### src/rtl/systolic_output_requant.sv
// Requantizes the systolic array's int8 result stream: per-lane bias, rounding shift, int8 saturation
// and optional ReLU, then buffers the beats in a show-ahead FIFO framed with sop/eop per tile.
module systolic_output_requant #(
  parameter int LANES          = 16,
  parameter int LANE_W         = 8,
  parameter int FIFO_DEPTH     = 4,
  parameter int BEATS_PER_TILE = 16
) (
  input  logic                      CLOCK,
  input  logic                      reset,
  input  logic                      flush,
  input  logic [7:0]                cfg_bias,
  input  logic [2:0]                cfg_shift,
  input  logic                      cfg_relu,
  input  logic [LANES*LANE_W-1:0]   in_data,
  input  logic                      in_valid,
  output logic                      in_ready,
  output logic [LANES*LANE_W-1:0]   out_data,
  output logic                      out_valid,
  input  logic                      out_ready,
  output logic                      out_sop,
  output logic                      out_eop,
  output logic [31:0]               tile_count,
  output logic [31:0]               sat_count
);

  localparam int DATA_W = LANES * LANE_W;
  localparam int ACC_W  = LANE_W + 2;
  localparam int PTR_W  = $clog2(FIFO_DEPTH);
  localparam int CNT_W  = PTR_W + 1;
  localparam int BEAT_W = $clog2(BEATS_PER_TILE);
  localparam int CLIP_W = $clog2(LANES + 1);
  localparam logic [BEAT_W-1:0] LAST_BEAT = BEAT_W'(BEATS_PER_TILE - 1);
  localparam logic [CNT_W-1:0]  DEPTH_CNT = CNT_W'(FIFO_DEPTH);

  // Returns {clipped, result} for one lane; the intermediate is two bits wider than a lane.
  function automatic logic [LANE_W:0] requant_lane(
    input logic [LANE_W-1:0] x,
    input logic [7:0]        bias,
    input logic [2:0]        shift,
    input logic              relu
  );
    logic signed [ACC_W-1:0] sum;
    logic signed [ACC_W-1:0] rnd;
    logic signed [ACC_W-1:0] shifted;
    logic signed [ACC_W-1:0] hi;
    logic signed [ACC_W-1:0] lo;
    logic [LANE_W-1:0]       res;
    logic                    clip;
    hi      = $signed({3'b000, {(LANE_W-1){1'b1}}});
    lo      = $signed({3'b111, {(LANE_W-1){1'b0}}});
    sum     = $signed({{2{x[LANE_W-1]}}, x}) + $signed({{(ACC_W-8){bias[7]}}, bias});
    rnd     = $signed({{(ACC_W-1){1'b0}}, 1'b1} << (shift - 3'd1));
    shifted = (shift != 3'd0) ? ((sum + rnd) >>> shift) : sum;
    if (shifted > hi) begin
      res  = hi[LANE_W-1:0];
      clip = 1'b1;
    end else if (shifted < lo) begin
      res  = lo[LANE_W-1:0];
      clip = 1'b1;
    end else begin
      res  = shifted[LANE_W-1:0];
      clip = 1'b0;
    end
    res = (relu && res[LANE_W-1]) ? '0 : res;
    return {clip, res};
  endfunction

  logic                    started_r;
  logic [BEAT_W-1:0]       in_beat_r;
  logic [7:0]              bias_r;
  logic [2:0]              shift_r;
  logic                    relu_r;
  logic                    pipe_valid_r;
  logic [DATA_W-1:0]       pipe_data_r;
  logic [31:0]             sat_count_r;
  logic [DATA_W-1:0]       mem_r [FIFO_DEPTH];
  logic [PTR_W-1:0]        wr_ptr_r;
  logic [PTR_W-1:0]        rd_ptr_r;
  logic [CNT_W-1:0]        fifo_count_r;
  logic [BEAT_W-1:0]       out_beat_r;
  logic [31:0]             tile_count_r;

  logic [7:0]              eff_bias_s;
  logic [2:0]              eff_shift_s;
  logic                    eff_relu_s;
  logic [LANE_W:0]         lane_s;
  logic [DATA_W-1:0]       beat_result_s;
  logic [CLIP_W-1:0]       clip_count_s;
  logic [32:0]             sat_sum_s;
  logic [CNT_W-1:0]        occupancy_s;
  logic                    accept_s;
  logic                    emit_s;
  logic                    push_s;

  // Beat 0 of a tile uses the live config; later beats reuse what beat 0 latched.
  always_comb begin
    eff_bias_s    = (in_beat_r == '0) ? cfg_bias  : bias_r;
    eff_shift_s   = (in_beat_r == '0) ? cfg_shift : shift_r;
    eff_relu_s    = (in_beat_r == '0) ? cfg_relu  : relu_r;
    lane_s        = '0;
    beat_result_s = '0;
    clip_count_s  = '0;
    for (int i = 0; i < LANES; i++) begin
      lane_s = requant_lane(in_data[i*LANE_W +: LANE_W], eff_bias_s, eff_shift_s, eff_relu_s);
      beat_result_s[i*LANE_W +: LANE_W] = lane_s[LANE_W-1:0];
      clip_count_s = clip_count_s + CLIP_W'(lane_s[LANE_W]);
    end
    sat_sum_s = {1'b0, sat_count_r} + 33'(clip_count_s);
  end

  // One slot is always held back for the pipe stage, so the FIFO can never overflow.
  assign occupancy_s = fifo_count_r + CNT_W'(pipe_valid_r);
  assign in_ready    = started_r && !flush && (occupancy_s < DEPTH_CNT);
  assign accept_s    = in_valid && in_ready;
  assign out_valid   = (fifo_count_r != '0);
  assign emit_s      = out_valid && out_ready && !flush;
  assign push_s      = pipe_valid_r;
  assign out_data    = out_valid ? mem_r[rd_ptr_r] : '0;
  assign out_sop     = out_valid && (out_beat_r == '0);
  assign out_eop     = out_valid && (out_beat_r == LAST_BEAT);
  assign tile_count  = tile_count_r;
  assign sat_count   = sat_count_r;

  // Input side: config latch, input beat counter, arithmetic pipe stage and saturation counter.
  always_ff @(posedge CLOCK or posedge reset) begin
    if (reset) begin
      started_r    <= 1'b0;
      in_beat_r    <= '0;
      bias_r       <= 8'd0;
      shift_r      <= 3'd0;
      relu_r       <= 1'b0;
      pipe_valid_r <= 1'b0;
      pipe_data_r  <= '0;
      sat_count_r  <= 32'd0;
    end else begin
      started_r <= 1'b1;
      if (flush) begin
        in_beat_r    <= '0;
        pipe_valid_r <= 1'b0;
      end else begin
        pipe_valid_r <= accept_s;
        if (accept_s) begin
          pipe_data_r <= beat_result_s;
          bias_r      <= eff_bias_s;
          shift_r     <= eff_shift_s;
          relu_r      <= eff_relu_s;
          in_beat_r   <= (in_beat_r == LAST_BEAT) ? '0 : in_beat_r + 1'b1;
          sat_count_r <= sat_sum_s[32] ? 32'hFFFF_FFFF : sat_sum_s[31:0];
        end
      end
    end
  end

  // Output side: show-ahead FIFO, output beat framing and completed-tile counter.
  always_ff @(posedge CLOCK or posedge reset) begin
    if (reset) begin
      for (int i = 0; i < FIFO_DEPTH; i++) begin
        mem_r[i] <= '0;
      end
      wr_ptr_r     <= '0;
      rd_ptr_r     <= '0;
      fifo_count_r <= '0;
      out_beat_r   <= '0;
      tile_count_r <= 32'd0;
    end else if (flush) begin
      wr_ptr_r     <= '0;
      rd_ptr_r     <= '0;
      fifo_count_r <= '0;
      out_beat_r   <= '0;
    end else begin
      if (push_s) begin
        mem_r[wr_ptr_r] <= pipe_data_r;
        wr_ptr_r        <= wr_ptr_r + 1'b1;
      end
      if (emit_s) begin
        rd_ptr_r   <= rd_ptr_r + 1'b1;
        out_beat_r <= (out_beat_r == LAST_BEAT) ? '0 : out_beat_r + 1'b1;
        if (out_beat_r == LAST_BEAT) begin
          tile_count_r <= tile_count_r + 32'd1;
        end
      end
      case ({push_s, emit_s})
        2'b10:   fifo_count_r <= fifo_count_r + 1'b1;
        2'b01:   fifo_count_r <= fifo_count_r - 1'b1;
        default: fifo_count_r <= fifo_count_r;
      endcase
    end
  end

endmodule

### config.mk
export PLATFORM = sky130hd
export DESIGN_NAME = systolic_output_requant
export DESIGN_NICKNAME = d
export VERILOG_FILES = /design/src/rtl/systolic_output_requant.sv
export SDC_FILE = /design/constraint.sdc
export NUM_CORES = 2
export LEC_CHECK = 0
export ABC_AREA = 1
export ABC_CLOCK_PERIOD_IN_PS = 25500
export BUFFER_PORTS_ARGS = -buffer_cell sky130_fd_sc_hd__buf_2
export CORE_UTILIZATION = 45
export CTS_CLUSTER_SIZE = 25
export DETAILED_ROUTE_END_ITERATION = 12
export HOLD_SLACK_MARGIN = 0.06
export REMOVE_ABC_BUFFERS = 1
export SLEW_MARGIN = 20
export SYNTH_ARGS = -nofsm -noshare
export SYNTH_HDL_FRONTEND = slang
export SYNTH_SLANG_ARGS = --single-unit
### constraint.sdc
create_clock -name CLOCK -period 25.5 [get_ports CLOCK]
set_input_delay 2.55 -clock CLOCK [delete_from_list [all_inputs] [get_ports CLOCK]]
set_output_delay 2.55 -clock CLOCK [all_outputs]
set_load 0.01 [all_outputs]
==> results.sh <==
export IMPL_p_seq_share_pct=20.8
export IMPL_synth_top_area_cell="dfrtp_1"
export IMPL_cts_hold_buf=0
export IMPL_root_buffer="clkbuf_16"
export IMPL_pwr_share_comb_pct=61.7
export IMPL_skew_ns=0.0490
export IMPL_end_kind="flip-flop"
export IMPL_top_level_ports=341
export IMPL_worstSetupStartpoint="cfg_shift[1]"
export IMPL_vias_per_cell=5.47
export IMPL_p_sw_share_pct=49.5
export IMPL_multi_input_comb_area_um2=29000
export IMPL_cts_buffer_depth=3
export IMPL_synth_edf_count=0
export IMPL_core_area_um2=112000
export IMPL_crit_path_frequent_cell="nand2_1"
export IMPL_critical_path_arrival_ns=13.75
export IMPL_drv_cap=0
export IMPL_dr_pass1_iters=6
export IMPL_post_cts_resized=0
export IMPL_cts_sinks=733
export IMPL_worstSetupPathType="input pin to flip-flop"
export IMPL_hold_worst_slack_ns=0.460
export IMPL_synth_area_top_cells="dfrtp_1 (36%), nand2_1 (16%), o21ai_0 (9.5%), ha_1 (6.8%), nor2_1 (5.4%)"
export IMPL_critPathSlowestCell="nand2_1"
export IMPL_drt_iter0_drc=4323
export IMPL_ys_ff_latch=733
export IMPL_finalInstanceArea_um2=57000
export IMPL_crit_family="simple AND/OR/NAND/NOR gates"
export IMPL_grt_pass1_wl_um=267000
export IMPL_port_buffers=340
export IMPL_switchingPower_mw=3.74
export IMPL_die_h_um=338
export IMPL_rsz0062_at_grt="no"
export IMPL_outcome="finished clean"
export IMPL_gp_congestion=0.939
export IMPL_syn_area_um2=50900
export IMPL_crit_fanout=82
export IMPL_hp_class="flip-flop to flip-flop"
export IMPL_reg2reg_depth=50
export IMPL_grtUsageTotal_pct=29.3
export IMPL_numCtsBuffers=86
export IMPL_slowest_delay_ns=0.78
export IMPL_drc=0
export IMPL_critPathCapture="sat_count[25]"
export IMPL_antenna_found_initial=10
export IMPL_synthFlopType="dfrtp_1"
export IMPL_post_route_util_pct=50.8
export IMPL_initial_utilization_pct=45.3
export IMPL_placed_cell_area_um2=54000
export IMPL_final_min_clock_period_ns=13.12
export IMPL_area_growth_pct=11.9
export IMPL_tightest_slew_ns=1.03
export IMPL_p_int_mw=3.81
export IMPL_synth_top_area_share_pct=36.0
export IMPL_ir_worst_vdd_uv=292
export IMPL_grt_pass1_vias=46400
export IMPL_place_hpwl_um=118000
export IMPL_overflow=0
export IMPL_cp_depth=48
export IMPL_ant_nets=0
export IMPL_timing_rr_end="sat_count[25]"
export IMPL_fill_cells=11500
export IMPL_rows=123
export IMPL_worstSkewPairLatency_ns=0.71
export IMPL_yosysWarnings=0
export IMPL_vias=49700
export IMPL_cts_tree="done"
export IMPL_yosysMostFrequentCell="nand2_1"
export IMPL_setup_tns_ns=0
export IMPL_seq_area_frac_synth_pct=36.0
export IMPL_routedWlPerCell_um=18.7
export IMPL_fin_nets=7976
export IMPL_yosys_top_cells_count="nand2_1 (2107), o21ai_0 (971), nor2_1 (737)"
export IMPL_ys_types=60
export IMPL_grt_max_degree=113
export IMPL_hold_viol=0
export IMPL_async_reset_ff_share_pct=100
export IMPL_cts_htree_levels=3
export IMPL_drv_slew=0
export IMPL_clkTransAtPathRegs_ns=0.06
export IMPL_finalSetupViolations=0
export IMPL_relSlewSlack_pct=31.2
export IMPL_totalWireLength_um=170000
export IMPL_avgSynthCellArea_um2=6.93
export IMPL_power_density_nw_per_um2=132
export IMPL_cp_start_kind="input pin"
export IMPL_cp_data_required_time_ns=26.13
export IMPL_dieWidth_um=338
export IMPL_path_buf_inv=12
export IMPL_drive_above_1_share_pct=8.55
export IMPL_fin_crit_sh_pct=51.5
export IMPL_p_leak_nw=29.0
export IMPL_reg2reg_from="in_beat_r[0]"
export IMPL_p_clk_share_pct=17.4
export IMPL_die_area_um2=115000
export IMPL_ff2ff_setup_slack_ns=13.11
export IMPL_cts_setup_buffers=0
export IMPL_fmax_mhz=76.2
export IMPL_syn_inst=7351
export IMPL_regArea_um2=18400
## power by group through the flow
stage	logic (mW)	registers (mW)	clock network, mW
floorplan	3.33	1.58	0
global placement	4.60	1.58	0
detailed placement	4.61	1.59	0
CTS	4.63	1.57	1.35
global route	5.31	1.60	1.39
finish	4.66	1.57	1.32
## cell families (layout without fill, tap and decap cells)
kind of cell	after synthesis	after routing	share of synthesized area, %
simple gates	3532	3532	28.2
compound gates	1592	1592	16.5
other cells	1	4	0.00736
xor+xnor	186	186	3.20
fa+ha+maj	322	322	8.57
buf+inv	980	1205	7.39
flops	733	733	36.0
mux	5	5	0.0982
## metal layers
metal | vias up | global-route usage, % | wire, µm
met3 | 263 | 3.17 | 9490
li1 | 24400 | - | -
met4 | 6 | 9.85 | 5380
met2 | 1499 | 47.0 | 77200
met5 | - | 0 | 45
met1 | 23500 | 41.0 | 78000
## layout by cell type, fill, tap and decap left out, drive strengths merged, types with 53 or more instances in the layout
cell type  instances
xnor2             76
o21ai            997
nor3              53
ha               277
dfrtp            733
nand2           2114
nand3            503
nor2             747
a21oi            435
inv              639
xor2             110
clkbuf           126
buf              416
## area by class of cell
class                           count  share of cell area [%]
Clock buffer                      126                    4.44
Inverter                          634                    4.21
Clock inverter                     29                   0.886
Timing Repair Buffer              416                    4.09
Antenna cell                        3                  0.0132
Tap cell                         1500                    3.29
Sequential cell                   733                    32.2
Multi-Input combinational cell   5638                    50.9
## through the flow
step           instances  total power [mW]  setup WS (ns)
5_1_grt             9079              8.30          11.62
3_3_place_gp        8920              6.18          12.04
3_5_place_dp        8920              6.19          11.79
6_report            9079              7.55          12.38
4_1_cts             9075              7.55          12.50
2_1_floorplan       7005              4.91           2.38
## how the worst min path moves through the flow
stage	startpoint	to	slack, ns	cells after the start
detailed placement	tile_count[31]	tile_count[31]	0.45	1
global placement	tile_count[31]	tile_count[31]	0.45	1
global route	tile_count[31]	tile_count[31]	0.48	1
finish	tile_count[31]	tile_count[31]	0.46	1
floorplan	mem_r[0]	mem_r[0]	0.45	2
CTS	tile_count[31]	tile_count[31]	0.46	1
## registers in the layout, summed over array words and instances (netlist names), 2 cells and up
| signal | flops |
|---|---|
| mem_r | 512 |
| shift_r | 3 |
| tile_count | 32 |
| rd_ptr_r | 2 |
| out_beat_r | 4 |
| wr_ptr_r | 2 |
| pipe_data_r | 128 |
| in_beat_r | 4 |
| fifo_count_r | 3 |
| bias_r | 8 |
| sat_count | 32 |
## worst register-to-register path: cells and delay by family, from the launching register on
family | cells | cell delay (ns)
AND/OR/NAND/NOR | 25 | 5.03
adder cells (fa/ha/maj) | 9 | 3.73
buffers and inverters | 11 | 2.26
AO/OA/AOI/OAI | 5 | 0.92
flip-flops | 1 | 0.37
Note: power is estimated with default switching activity, not from simulation.
